===== config.mk =====
export PLATFORM = sky130hd
export DESIGN_NAME = bit_to_word_fifo
export DESIGN_NICKNAME = d
export VERILOG_FILES = /design/src/rtl/bit_to_word_fifo.sv
export SDC_FILE = /design/constraint.sdc
export NUM_CORES = 1
export LEC_CHECK = 0
export CAP_MARGIN = 20
export CORE_MARGIN = 10
export CORE_UTILIZATION = 57
export DETAILED_ROUTE_END_ITERATION = 12
export GPL_ROUTABILITY_DRIVEN = 0
export PLACE_DENSITY_LB_ADDON = 0.08
export RECOVER_POWER = 100
export SLEW_MARGIN = 20
export SYNTH_ARGS = -nofsm -noshare
export SYNTH_HDL_FRONTEND = slang
export SYNTH_SLANG_ARGS = --single-unit

===== constraint.sdc =====
create_clock -name i_clk -period 2.4 [get_ports i_clk]
set_clock_uncertainty 0.05 [all_clocks]
set_input_delay 0.36 -clock i_clk [delete_from_list [all_inputs] [get_ports i_clk]]
set_output_delay 0.36 -clock i_clk [all_outputs]
set_load 0.03 [all_outputs]

===== src/rtl/bit_to_word_fifo.sv =====
// Packs an i_ce-qualified serial bit stream into DW-bit words (LSB first) and
// buffers them in a small first-word-fall-through FIFO with a sticky overflow flag.
module bit_to_word_fifo #(
  parameter int DW      = 8,
  parameter int LGDEPTH = 2
) (
  input  logic               i_clk,
  input  logic               i_reset,
  input  logic               i_ce,
  input  logic               i_data,
  output logic               o_valid,
  output logic [DW-1:0]      o_data,
  input  logic               i_ready,
  output logic [LGDEPTH:0]   o_fill,
  output logic               o_overflow
);

  localparam int DEPTH = 1 << LGDEPTH;
  localparam int CW    = $clog2(DW);

  logic [CW-1:0]      bit_cnt;
  logic [DW-1:0]      sreg;
  logic [DW-1:0]      word_nxt;
  logic [DW-1:0]      mem [DEPTH];
  logic [LGDEPTH-1:0] rd_ptr;
  logic [LGDEPTH-1:0] wr_ptr;
  logic [LGDEPTH:0]   fill_nxt;
  logic               word_done;
  logic               full;
  logic               pop;
  logic               push_ok;

  // Current word with the incoming bit merged in, so the completing bit lands in the pushed word.
  always_comb begin
    word_nxt          = sreg;
    word_nxt[bit_cnt] = i_data;
  end

  assign word_done = i_ce && (bit_cnt == CW'(DW - 1));
  assign full      = (o_fill == (LGDEPTH + 1)'(DEPTH));
  assign pop       = o_valid && i_ready;
  // A pop in the same cycle frees a slot, so a push into a full FIFO still succeeds.
  assign push_ok   = word_done && (!full || pop);

  always_comb begin
    fill_nxt = o_fill;
    if (push_ok && !pop)
      fill_nxt = o_fill + (LGDEPTH + 1)'(1);
    else if (!push_ok && pop)
      fill_nxt = o_fill - (LGDEPTH + 1)'(1);
  end

  always_ff @(posedge i_clk) begin
    if (i_reset) begin
      bit_cnt    <= '0;
      sreg       <= '0;
      rd_ptr     <= '0;
      wr_ptr     <= '0;
      o_fill     <= '0;
      o_valid    <= 1'b0;
      o_overflow <= 1'b0;
      for (int i = 0; i < DEPTH; i++)
        mem[i] <= '0;
    end else begin
      if (i_ce) begin
        sreg    <= word_nxt;
        bit_cnt <= word_done ? '0 : bit_cnt + CW'(1);
      end
      if (push_ok) begin
        mem[wr_ptr] <= word_nxt;
        wr_ptr      <= wr_ptr + LGDEPTH'(1);
      end
      if (pop)
        rd_ptr <= rd_ptr + LGDEPTH'(1);
      if (word_done && full && !pop)
        o_overflow <= 1'b1;
      o_fill  <= fill_nxt;
      o_valid <= (fill_nxt != '0);
    end
  end

  assign o_data = mem[rd_ptr];

endmodule

==> results.json, run 1 <==
{
  "area_growth_pct": 11.4,
  "synthArstFlopShare_pct": 0,
  "tns_ps": 0,
  "r2r-end": "mem[0][4]$_SDFFCE_PN0P_",
  "maxCapViolations": 0,
  "synth_seq_area_share_pct": 57.1,
  "syn_inst": 212,
  "required_ps": 2320,
  "layout.nets": 241,
  "grt_max_degree": 27,
  "drtIter0Drc": 136,
  "arrival_ps": 2150,
  "critPathCaptureType": "flip-flop",
  "place_ws_ps": 116,
  "grt_usage_pct": 13.6,
  "cts_hold_buf": 0,
  "reg2reg_slack_ps": 170,
  "antenna_found_initial": 0,
  "period_minus_slack_ps": 2230,
  "critPathMaxFanout": 8,
  "insertion_delay_ps": 300,
  "p_per_area_mw_per_mm2": 759,
  "crit_type": "flip-flop to flip-flop",
  "hold_class": "flip-flop to flip-flop",
  "reg2reg_depth": 6,
  "hp-start": "sreg[6]$_SDFFE_PP0P_",
  "viasPerCell": 5.69,
  "wl_per_cell_um": 17.0,
  "num_antenna_cells": 0,
  "p_leak_nw": 1.03,
  "grt_pass1_wl_mm": 8.13,
  "maxSlewViolCount": 0,
  "fmax_ghz": 0.448,
  "synthesis.nets": 222,
  "grt_overflow": 0,
  "io_pins": 18,
  "grt_pass1_vias": 1699,
  "cp-startpoint": "o_fill[1]$_SDFF_PP0_",
  "rsz0062_at_grt": "no",
  "fin_crit_sh_pct": 92.9,
  "cts_resized": 0,
  "yosys_register_bits": 54,
  "final_antenna_net_count": 0,
  "setup_viol": 0,
  "route.detailed.drc": 0,
  "clockRootBuffer": "clkbuf_8",
  "critPathLaunchType": "flip-flop",
  "synth_edf_count": 32,
  "crit_end": "mem[0][4]$_SDFFCE_PN0P_",
  "place_hpwl_mm": 3.45,
  "drive_above_1_share_pct": 10.3,
  "worst_pin_slew_ps": 453,
  "yosys_warnings": 0,
  "synth_ff_type": "edfxtp_1",
  "timing.hold.ws_ps": 443,
  "cts_buffers": 5,
  "hold_violations": 0,
  "setup_slack_ps": 170,
  "n_fill_cell": 331,
  "fp.coreArea_mm2": 0.00409,
  "ys_types": 36,
  "r2r_start": "o_fill[1]$_SDFF_PP0_",
  "netlist_area_mm2": 0.00245,
  "initial_core_util_pct": 60.1,
  "drt_pre_antenna_iters": 4,
  "dieArea_mm2": 0.00733,
  "slew_headroom_pct": 69.0,
  "syn_avg_cell_area_um2": 11.6,
  "wl_mm": 4.80,
  "clk_path_buf_depth": 2,
  "ir_drop_uv": 534,
  "port_buffers": 17,
  "final_core_util_pct": 66.9,
  "die_h_um": 85.6,
  "die_width_um": 85.6,
  "postCtsSetupRepairBufs": 0,
  "vias": 1604,
  "rows": 23,
  "htree_num_levels": 2,
  "clock_sinks": 54,
  "outcome": "completed",
  "path_clk_slew_ps": 100,
  "cts_tree": "yes"
}
-- where the power goes --
group,leakage (nW),internal [W],switching [W]
sequential,0.511,0.00104,0.0000445
clock,0.0478,0.000238,0.000299
combinational,0.472,0.000181,0.000272
-- area by class of cell --
cell class	instances	area, um2	area share (%)
multi-input combinational	132	947	34.6
timing repair buffer	27	183	6.68
clock buffer	6	82.6	3.02
tap	50	62.6	2.29
sequential	54	1400	51.3
clock inverter	2	16.3	0.595
inverter	11	41.3	1.51
-- per-layer routing --
layer | track usage, % | wire length [um] | vias to the layer above
met5 | 0 | 0 | -
met4 | 4.49 | 32 | 0
met3 | 3.69 | 182 | 2
met2 | 23.6 | 2470 | 27
met1 | 15.8 | 2110 | 784
li1 | - | - | 791
-- layout by cell type (no fill, tap or decap), types with 2 or more instances in the layout --
master / netlist / layout
a211oi_1: 11 / 11
a21boi_0: 2 / 2
a21o_1: 2 / 2
a21oi_1: 5 / 5
buf_4: 0 / 4
clkbuf_1: 7 / 12
clkbuf_8: 0 / 6
clkdlybuf4s50_1: 0 / 3
dfxtp_1: 22 / 21
dlygate4sd3_1: 0 / 6
edfxtp_1: 32 / 32
ha_1: 5 / 5
inv_1: 11 / 11
mux2i_1: 10 / 10
mux4_2: 8 / 8
nand2_1: 7 / 7
nand2b_1: 2 / 2
nand3b_1: 5 / 5
nor2_1: 41 / 41
nor3_1: 5 / 5
nor3b_1: 4 / 4
nor4_1: 2 / 2
or2_0: 0 / 7
xnor2_1: 3 / 3
-- cells in the mapped netlist, types with 2 or more instances --
cell type,count,area (um2)
nor2_1,41,154
edfxtp_1,32,961
dfxtp_1,22,440
a211oi_1,11,82.6
inv_1,11,41.3
mux2i_1,10,100
mux4_2,8,180
clkbuf_1,7,26.3
nand2_1,7,26.3
or2_1,7,43.8
buf_2,6,30.0
a21oi_1,5,25.0
ha_1,5,62.6
nand3b_1,5,37.5
nor3_1,5,25.0
nor3b_1,4,30.0
xnor2_1,3,26.3
a21boi_0,2,15.0
a21o_1,2,15.0
nand2b_1,2,12.5
nor4_1,2,12.5
-- kinds of logic after synthesis --
logic type,Yosys count,share of synthesized area (%)
AOI/OAI and AO/OA,26,7.70
xor gates and xnor gates,4,1.43
adders and majority gates,5,2.55
buffers and inverters,26,4.33
DFF,54,57.1
muxes,18,11.4
and+or+nand+nor,79,15.5
-- state kept, by name, indices dropped and copies added (netlist names), named ones only --
name        flops
bit_cnt         3
mem            32
o_fill          3
o_overflow      1
o_valid         1
rd_ptr          2
sreg            8
wr_ptr          2
-- per-stage QoR --
| step | power [W] | area (um2) | cells |
|---|---|---|---|
| 2_1_floorplan | 0.00143 | 2460 | 212 |
| 3_3_place_gp | 0.00158 | 2700 | 274 |
| 3_5_place_dp | 0.00160 | 2700 | 274 |
| 4_1_cts | 0.00213 | 2800 | 282 |
| 5_1_grt | 0.00218 | 2740 | 282 |
| 6_report | 0.00208 | 2740 | 282 |
-- worst max-delay path, cell delays in order (launching register included) --
cell,delay [ps]
dfxtp_1,430
inv_1,70
ha_1,190
ha_1,240
a211o_1,290
or3_1,320
nand2b_1,310
-- worst min path at each step --
stage / end / slack (ps) / cells after the start
5_1_grt: sreg[3]$_SDFFE_PP0P_ / 470 / 2
6_report: sreg[6]$_SDFFE_PP0P_ / 440 / 2
4_1_cts: sreg[6]$_SDFFE_PP0P_ / 440 / 2
2_1_floorplan: sreg[0]$_SDFFE_PP0P_ / 410 / 2
3_5_place_dp: sreg[6]$_SDFFE_PP0P_ / 430 / 2
3_3_place_gp: sreg[3]$_SDFFE_PP0P_ / 420 / 2
(Power assumes the default switching activity.)
==> run 2: changes to the inputs <==
ABC_AREA = 1   (was default)
CORE_UTILIZATION = 58   (was 57)
==> results.json, run 2 <==
{
  "setup_viol": 0,
  "reg2reg_depth": 7,
  "met3_length_um": 260,
  "wl_mm": 4.91,
  "slowest_stage": "dfxtp_1",
  "clock_sinks": 54,
  "cts_hold_buf": 0,
  "n_fill_cell": 334,
  "port_buffers": 17,
  "critPathCaptureType": "output pin",
  "ir_drop_uv": 452,
  "largest_reg_flops": 32,
  "yosys_register_bits": 54,
  "viasPerCell": 5.26,
  "largestRegisters": "mem: 32 flops, sreg: 8 flops",
  "grt_pass1_vias": 1784,
  "critPathMaxFanout": 13,
  "r2r_start": "bit_cnt[0]$_SDFFE_PP0P_",
  "dp.cells": 347,
  "initial_core_util_pct": 61.1,
  "syn_avg_cell_area_um2": 8.95,
  "crit_type": "flip-flop to output pin",
  "grt_max_degree": 17,
  "synth_seq_area_share_pct": 56.5,
  "synth_edf_count": 32,
  "worstPathCellList": "clkinvlp_4, clkbuf_4, o21ai_0, o22ai_1, dlygate4sd2_1",
  "path_clk_slew_ps": 90,
  "cts_tree": "yes",
  "rsz0062_at_grt": "no",
  "r2r-end": "mem[3][5]$_DFFE_PP_",
  "yosysTopAreaCellShare_pct": 38.7,
  "final_cell_area_mm2": 0.00279,
  "dr_wl_met2_mm": 2.45,
  "regMostFlops": "mem",
  "critPathLaunchType": "flip-flop",
  "tns_ps": 0,
  "wl_per_cell_um": 13.6,
  "yosys_warnings": 0,
  "grt_pass1_wl_mm": 8.29,
  "layout.nets": 319,
  "synth_ff_type": "edfxtp_1",
  "fin_crit_sh_pct": 92.8,
  "vias": 1893,
  "cts_buffers": 5,
  "dpl-instance-area_mm2": 0.00275,
  "syn_inst": 277,
  "synth.most_common_cell": "nor2_1",
  "reg2reg_slack_ps": 250,
  "maxSlewViolCount": 0,
  "final_antenna_net_count": 0,
  "p_leak_nw": 1.24,
  "timing.hold.ws_ps": 435,
  "netlist_area_mm2": 0.00248,
  "instances_no_fill": 360,
  "drtIter0Drc": 124,
  "hp-start": "rd_ptr[0]$_SDFFE_PP0N_",
  "final_cell_mix": "nor2_1, nand2_1, inv_1, edfxtp_1, o21ai_0",
  "synth_top_area_cell": "edfxtp_1",
  "dieArea_mm2": 0.00729,
  "synth_commonest_cells": "nor2_1, inv_1, edfxtp_1",
  "synth_area_leaders": "edfxtp_1, dfxtp_1, nor2_1, o21ai_0, inv_1",
  "clk_path_buf_depth": 2,
  "rows": 23,
  "fp.coreArea_mm2": 0.00406,
  "io_pins": 18,
  "place_hpwl_mm": 3.41,
  "drt_pre_antenna_iters": 4,
  "final_common_cell": "nor2_1",
  "arrival_ps": 1820,
  "maxCapViolations": 0,
  "ys_types": 24,
  "period_minus_slack_ps": 2230,
  "num_antenna_cells": 0,
  "die_width_um": 85.4,
  "antenna_found_initial": 0,
  "hold_violations": 0,
  "holdPathEnd": "rd_ptr[0]$_SDFFE_PP0N_",
  "grt_overflow": 0,
  "hold_depth": 1,
  "fmax_ghz": 0.449,
  "insertion_delay_ps": 300,
  "cp_slowest_stage_delay_ps": 430,
  "clockRootBuffer": "clkbuf_8",
  "grt_usage_pct": 14.0,
  "outcome": "completed",
  "area_growth_pct": 12.5,
  "slew_headroom_pct": 66.4,
  "p_per_area_mw_per_mm2": 761,
  "synthesis.nets": 287,
  "hold_class": "flip-flop to flip-flop",
  "met1_length_mm": 2.13,
  "die_h_um": 85.4,
  "synthArstFlopShare_pct": 0,
  "dr.max_layer_used": "met4",
  "htree_num_levels": 2,
  "worst_pin_slew_ps": 504,
  "required_ps": 1990,
  "drive_above_1_share_pct": 7.42,
  "route.detailed.drc": 0
}
run 2: changes by cell type after synthesis, moves of 6 or more:
cell / delta
nand2_1: +23
nor2_1: +20
nand3_1: +14
mux2i_1: -10
o21ai_0: +30
nand2_4: +7
inv_1: +23
mux4_2: -8
buf_2: -6
o22ai_1: +7
a211oi_1: -10
o21ai_1: +8
or2_1: -7
run 2: report_power, final:
group          internal [W]  switching, W  total, W
combinational      0.000154      0.000293  0.000447
clock              0.000311      0.000287  0.000599
sequential          0.00103     0.0000424   0.00108
run 2: kinds of logic (layout without fill, tap and decap cells):
kind of cell             count (synthesis)  count (layout)  share of synthesized area (%)
AO/OA/AOI/OAI                           55              55                           11.9
buffers and inverters                   45              78                           7.27
flip-flops                              54              54                           56.5
XOR/XNOR                                 2               2                          0.706
adder cells (fa/ha/maj)                  5               5                           2.52
AND/OR/NAND/NOR                        116             116                           21.1
run 2: how the worst max path moves through the flow:
stage / slack (ps) / cells past startpoint / to
6_report: 170 / 5 / o_data[6]
5_1_grt: 60 / 8 / mem[0][7]$_SDFFCE_PN0P_
4_1_cts: 10 / 4 / o_data[0]
3_5_place_dp: 320 / 4 / o_data[0]
2_1_floorplan: 80 / 6 / mem[3][0]$_DFFE_PP_
3_3_place_gp: 370 / 4 / o_data[5]
run 2: area by class of cell:
type                    count  area, um2  share of cell area (%)
inverters                  39        150                    5.38
repair buffers             31        226                    8.12
clock buffers               6       72.6                    2.60
clock inverters             2       37.5                    1.35
flip-flops and latches     54       1400                    50.2
multi-input cells         178        840                    30.1
well taps                  50       62.6                    2.24
run 2: metrics by stage:
step           util, %  power [W]  worst slack (ps)
2_1_floorplan        -    0.00140              78.5
3_3_place_gp      67.7    0.00156               367
3_5_place_dp      67.7    0.00157               321
4_1_cts           70.5    0.00216              10.5
5_1_grt           68.8    0.00223              63.8
6_report          68.8    0.00212               174
run 2: repair_timing:
item | 4_1_cts | 5_1_grt
gates resized for setup | 2 | 7
buffers inserted | 0 | 5
hold endpoints to repair | 0 | 0
setup endpoints to repair | 6 | 7
run 2: per-layer routing:
layer  up-vias  track usage, %
met5         -               0
met4         0            7.04
met3         8            3.54
met2        43            23.8
met1       866            15.7
li1        976               -
run 2: worst max-delay path: cells and delay by family (launching register included):
kind,cells,cell delay (ps)
compound gates,2,240
buf+inv,3,830
flops,1,430
